**config.mk**
```make
export PLATFORM = sky130hd
export DESIGN_NAME = pwm_ramp_ctrl
export DESIGN_NICKNAME = d
export VERILOG_FILES = /design/src/rtl/pwm_ramp_ctrl.sv
export SDC_FILE = /design/constraint.sdc
export NUM_CORES = 1
export LEC_CHECK = 0
export CAP_MARGIN = 20
export CORE_UTILIZATION = 55
export DETAILED_ROUTE_END_ITERATION = 8
export GPL_ROUTABILITY_DRIVEN = 0
export MAX_ROUTING_LAYER = met4
export PLACE_DENSITY_LB_ADDON = 0.25
export SLEW_MARGIN = 20
export SYNTH_ARGS = -nofsm -noshare
export SYNTH_HDL_FRONTEND = slang
export SYNTH_SLANG_ARGS = --single-unit
export TNS_END_PERCENT = 50
```
**constraint.sdc**
```tcl
create_clock -name clk -period 4.5 [get_ports clk]
set_input_delay 1.35 -clock clk [delete_from_list [all_inputs] [get_ports clk]]
set_output_delay 1.35 -clock clk [all_outputs]
set_load 0.02 [all_outputs]
```
**src/rtl/pwm_ramp_ctrl.sv**
```systemverilog
// pwm_ramp_ctrl: duty-cycle sequencer for one PWM instance.
//   Accepts target-duty requests over valid/ready and walks pwm_duty toward
//   the target by a fixed step per PWM period. pwm_duty and pwm_final_value
//   change only at period boundaries. The tick divider and phase counter run
//   in lockstep with the PWM's own counters.
// Ports:
//   clk, reset_n         clock, async active-low reset (shared with the PWM)
//   cfg_final_value      requested tick divider, loaded at a boundary
//   enable               run enable; low forces 0 duty at the next boundary
//   req_valid/req_ready  target request handshake
//   req_duty, req_step   target duty (clamped to 2^R) and per-period step
//   pwm_final_value      registered divider value to the PWM
//   pwm_duty             registered duty value to the PWM
//   period_start         high during the boundary cycle
//   busy                 high while ramping
//   done                 one-cycle pulse after the boundary that reaches target
// Build option:
//   PWM_RAMP_RETARGET_EN  accept new targets while ramping
module pwm_ramp_ctrl #(
  parameter int unsigned R     = 8,
  parameter int unsigned TIMER = 16
) (
  input  logic             clk,
  input  logic             reset_n,
  input  logic [TIMER-1:0] cfg_final_value,
  input  logic             enable,
  input  logic             req_valid,
  output logic             req_ready,
  input  logic [R:0]       req_duty,
  input  logic [R-1:0]     req_step,
  output logic [TIMER-1:0] pwm_final_value,
  output logic [R:0]       pwm_duty,
  output logic             period_start,
  output logic             busy,
  output logic             done
);

  typedef enum logic {IDLE, RAMP} state_t;

  localparam logic [R:0] FULL_DUTY = {1'b1, {R{1'b0}}};

  state_t           state, state_nxt;
  logic [TIMER-1:0] tcnt;
  logic [R-1:0]     phase;
  logic             tick, boundary;
  logic             run;
  logic [R:0]       target;
  logic [R-1:0]     step;
  logic             accept;
  logic [R:0]       req_clamped;
  logic [R+1:0]     diff, mag;
  logic             reach;
  logic [R:0]       duty_stepped, duty_nxt;

  assign tick         = (tcnt == pwm_final_value);
  assign boundary     = tick && (phase == '1);
  assign period_start = boundary;
  assign accept       = req_valid && req_ready;
  assign req_clamped  = (req_duty > FULL_DUTY) ? FULL_DUTY : req_duty;

  // Distance to target in R+2 bits: top bit is the sign, magnitude cannot wrap.
  assign diff  = {1'b0, target} - {1'b0, pwm_duty};
  assign mag   = diff[R+1] ? (~diff + 1'b1) : diff;
  assign reach = (step == '0) || (mag <= {2'b00, step});
  assign duty_stepped = diff[R+1] ? (pwm_duty - {1'b0, step})
                                  : (pwm_duty + {1'b0, step});

  always_comb begin
    duty_nxt = pwm_duty;
    if (!enable)
      duty_nxt = '0;
    else if (state == RAMP)
      duty_nxt = reach ? target : duty_stepped;
  end

  // Tick divider and phase counter, mirroring the PWM's internal timer.
  always_ff @(posedge clk or negedge reset_n) begin
    if (!reset_n) begin
      tcnt  <= '0;
      phase <= '0;
    end else if (tick) begin
      tcnt  <= '0;
      phase <= phase + 1'b1;
    end else begin
      tcnt  <= tcnt + 1'b1;
    end
  end

  // Boundary-only register updates plus request latching.
  always_ff @(posedge clk or negedge reset_n) begin
    if (!reset_n) begin
      pwm_final_value <= '0;
      pwm_duty        <= '0;
      target          <= '0;
      step            <= '0;
      done            <= 1'b0;
      run             <= 1'b0;
    end else begin
      run  <= 1'b1;
      done <= boundary && enable && (state == RAMP) && reach;
      if (boundary) begin
        pwm_final_value <= cfg_final_value;
        pwm_duty        <= duty_nxt;
      end
      // A request taken on a boundary edge lands after that boundary has
      // already used the old target, so it takes effect one period later.
      if (accept) begin
        target <= req_clamped;
        step   <= req_step;
      end else if (boundary && !enable) begin
        target <= '0;
      end
    end
  end

  // FSM: state register
  always_ff @(posedge clk or negedge reset_n) begin
    if (!reset_n)
      state <= IDLE;
    else
      state <= state_nxt;
  end

  // FSM: next state (a fresh request wins over a ramp completing together)
  always_comb begin
    state_nxt = state;
    if (boundary) begin
      if (!enable)
        state_nxt = IDLE;
      else if ((state == RAMP) && reach)
        state_nxt = IDLE;
    end
    if (accept)
      state_nxt = RAMP;
  end

  // FSM: outputs
  always_comb begin
    busy = (state == RAMP);
`ifdef PWM_RAMP_RETARGET_EN
    req_ready = run && enable;
`else
    req_ready = run && enable && (state == IDLE);
`endif
  end

endmodule

```
==> results by group <==
Flow run
  • Max Cap Violations: 0

Critical path
  • Arrival time at the worst endpoint: around 4400 ps
  • Critical Path RT: between 4000 and 5000 ps
  • Critical Path Start Type: flop
  • Kind of critical path: reg -> reg
  • Critical path endpoint category: flop
  • Highest net fanout along the worst path: 7

Finish
  • Area growth from synthesis to layout: 24.46%
  • Commonest non-fill, non-tap cells in the layout: 69 x sky130_fd_sc_hd__dfrtp_1, 68 x sky130_fd_sc_hd__nand2_1, 64 x sky130_fd_sc_hd__clkdlybuf4s50_1, 44 x sky130_fd_sc_hd__xnor2_1, 40 x sky130_fd_sc_hd__inv_1
  • Commonest non-fill, non-tap cell in the layout: sky130_fd_sc_hd__dfrtp_1
  • Antenna fix cells: 0
  • Fraction of layout instances using a drive strength above 1: a little over a tenth
  • Post-Route Utilization: roughly 71%
  • Final cell area excluding filler cells: approximately 5400 sq um
  • Layout net count: 619

Timing
  • Final total negative setup slack: 0 ps
  • Minimum clock period after layout: roughly 4200 ps
  • Setup violations, final: 0
  • Final clock period utilization by the worst path: 93.62%
  • Unrepaired setup endpoints after global routing: no
  • Headroom to the max-slew limit: about two fifths
  • Final-report max-slew violation count: 0
  • Worst Clk Skew: 10.33 ps
  • Final Hold Vio Count: 0
  • Slew of the pin with the lowest slew margin: between 900 and 1000 ps
  • FMAX: 237.4 MHz

Synth
  • Top cells by area in the synthesized netlist: sky130_fd_sc_hd__dfrtp_1 40%, sky130_fd_sc_hd__xnor2_1 8.8%, sky130_fd_sc_hd__ha_1 8.3%
  • Biggest area consumer among synthesized cells: sky130_fd_sc_hd__dfrtp_1
  • Count of flip-flops with a built-in enable after synthesis: 0
  • Synth Flop Type: sky130_fd_sc_hd__dfrtp_1
  • Mapped cell area: between 4000 and 5000 sq um
  • Share of the yosys chip area belonging to registers: between 30% and 40%
  • Count of distinct cell types in the synthesized netlist: 51
  • Proportion of register bits with asynchronous set or reset after synthesis: 100.0%
  • Portion of synthesized cell area occupied by the leading cell type: about two fifths
  • Post-Synthesis Net Count: between 500 and 600
  • Number of synthesized register bits: slightly below 70
  • Number of standard cells after synthesis: roughly 470
  • Yosys warning count: 0
  • Avg Synthesized Cell Area: around 9.2 sq um

Global route
  • All-Layer GR Usage: 26.13%
  • Maximum number of pins on one net before global-route repair: 28
  • Via count of the first global-routing pass: around 3700
  • GR Overflow Total: 0
  • Wire length of the first global-routing pass: between 15000 and 20000 um
  • Antenna violations before repair: 0

CTS
  • Clock slew at the register clock pins of the worst setup and hold paths: approximately 80 ps
  • Later-pin clock latency in the skew report: approximately 350 ps
  • CTS Root Cell: sky130_fd_sc_hd__clkbuf_8
  • Largest buffer count on any clock path: 2
  • TritonCTS buffer count: 9
  • Total number of H-tree levels: 3
  • Number of hold buffers added after CTS: 0
  • Number of sinks handled by clock tree synthesis: slightly below 70
  • TritonCTS clock tree: built

Floorplanning
  • Die area: 8284 sq um
  • Vertical die dimension: 91.02 um
  • Count of standard-cell rows: 32
  • Starting density of the core: 56.69%
  • Area of the core: around 7700 sq um
  • Ports: between 60 and 70
  • Die width: ~91 um

Route
  • Number of vias in the routed layout: 3659
  • Number of DRC markers in iteration 0: between 100 and 150
  • Ratio of routed vias to standard cells: roughly 5.6
  • Post-detailed-route DRC marker count: 0
  • DRT Wirelength: slightly above 10000 um
  • Average wire per cell in the routed design: between 15 and 20 um
  • Total iterations of the first detailed-routing run: 4
  • Post-detailed-route count of antenna-violating nets: 0

Power and ir drop
  • Reported leakage power: about 2.4 nW
  • Power density relative to cell area: approximately 230 nW/um^2
  • Total power: ~1.3 mW
  • Highest ir drop seen on vdd: roughly 150 uV

Placement
  • IO buf count: 65
  • HPWL Detailed: roughly 7700 um
  • Area post-placement: between 5000 and 6000 sq um

Status
  • Outcome: completed

Hold path
  • Worst min-delay path category: reg -> reg
==> stage by stage <==
stage,cells,worst slack (ps),hold slack [ps]
after floorplan,473,439.4,441.3
after global placement,638,148.6,460.2
after detailed placement,638,-93.89,468.9
after CTS,654,16.56,483.9
after global routing,658,5.596,492.5
final,658,287.0,481.4
==> final cells by class <==
| cell class | count | area, sq um |
|---|---|---|
| Clock buffer | 11 | 151.4 |
| Clock inverter | 5 | 33.78 |
| Fill cell | 604 | 2263 |
| Inverter | 41 | 153.9 |
| Multi-Input combinational cell | 353 | 2491 |
| Sequential cell | 69 | 1727 |
| Tap cell | 102 | 127.6 |
| Timing Repair Buffer | 77 | 739.5 |
==> sequential cells by signal, summed over array words and instances (netlist names) <==
| signal | cells |
|---|---|
| run | 1 |
| busy | 1 |
| pwm_final_value | 16 |
| done | 1 |
| phase | 8 |
| step | 8 |
| tcnt | 16 |
| pwm_duty | 9 |
| target | 9 |
==> power breakdown <==
group          leakage, nW  internal, mW  switching [mW]
sequential           0.842         0.625         0.00598
clock               0.0917         0.230           0.244
combinational         1.47        0.0834          0.0844
total                 2.40         0.939           0.334
==> cell usage after synthesis (11+ instances only) <==
cell type                 number
sky130_fd_sc_hd__dfrtp_1      69
sky130_fd_sc_hd__o21ai_0      11
sky130_fd_sc_hd__xor2_1       12
sky130_fd_sc_hd__xnor2_1      44
sky130_fd_sc_hd__a21oi_1      20
sky130_fd_sc_hd__mux2_2       12
sky130_fd_sc_hd__inv_1        40
sky130_fd_sc_hd__ha_1         29
sky130_fd_sc_hd__nand3_1      13
sky130_fd_sc_hd__nor2_1       38
sky130_fd_sc_hd__nand2_1      68
==> per-layer routing <==
| layer | vias up | share of wire [%] | global-route usage [%] |
|---|---|---|---|
| met5 | - | 0 | - |
| met4 | 0 | 2.8 | 9.656 |
| met3 | 26 | 3.5 | 4.439 |
| met2 | 87 | 52 | 46.28 |
| met1 | 1775 | 42 | 29.64 |
| li1 | 1771 | - | - |
==> critical path, stage by stage (launching register included) <==
cell and delay [ps]:
sky130_fd_sc_hd__dfrtp_1 420, sky130_fd_sc_hd__inv_1 80, sky130_fd_sc_hd__ha_1 290, sky130_fd_sc_hd__nor2_1 290
sky130_fd_sc_hd__a211oi_1 170, sky130_fd_sc_hd__a211oi_4 350, sky130_fd_sc_hd__o2111ai_1 240, sky130_fd_sc_hd__o21ai_0 250
sky130_fd_sc_hd__xnor2_1 100, sky130_fd_sc_hd__ha_1 310, sky130_fd_sc_hd__nand2_1 50, sky130_fd_sc_hd__o21ai_1 200
sky130_fd_sc_hd__mux2i_1 140, sky130_fd_sc_hd__a21oi_2 250, sky130_fd_sc_hd__nor3b_1 100, sky130_fd_sc_hd__mux2i_2 210
sky130_fd_sc_hd__o311ai_4 190, sky130_fd_sc_hd__buf_6 190, sky130_fd_sc_hd__mux2i_1 150, sky130_fd_sc_hd__o22ai_1 110
==> final timing paths <==
kind	startpoint	endpoint	slack, ps	depth (start not counted)
worst max-delay path	pwm_duty[2]	pwm_duty[6]	290	19
worst min-delay path	phase[5]	phase[5]	480	1
worst max register to register	pwm_duty[2]	pwm_duty[6]	290	19
worst min register to register	phase[5]	phase[5]	480	1
max in group asynchronous	reset_n	target[0]	2780	2
min in group asynchronous	reset_n	done	990	1
==> cells by family (layout without fill, tap and decap cells) <==
group	Yosys count	count (layout)	share of synthesized area, %
XOR/XNOR	56	56	11.25
other	1	1	0.08605
flip-flops	69	69	39.62
multiplexers	22	22	5.398
adder cells (fa/ha/maj)	31	31	9.245
AO/OA/AOI/OAI	79	79	12.49
buffers and inverters	51	134	4.565
AND/OR/NAND/NOR	164	164	17.34
==> what timing repair did <==
action | 4_1_cts | 5_1_grt
gates resized for setup | 2 | 10
setup endpoints to repair | 6 | 11
buffers inserted | 0 | 4
pin swaps | 0 | 2
No activity file was read; power rests on OpenSTA's default activity.
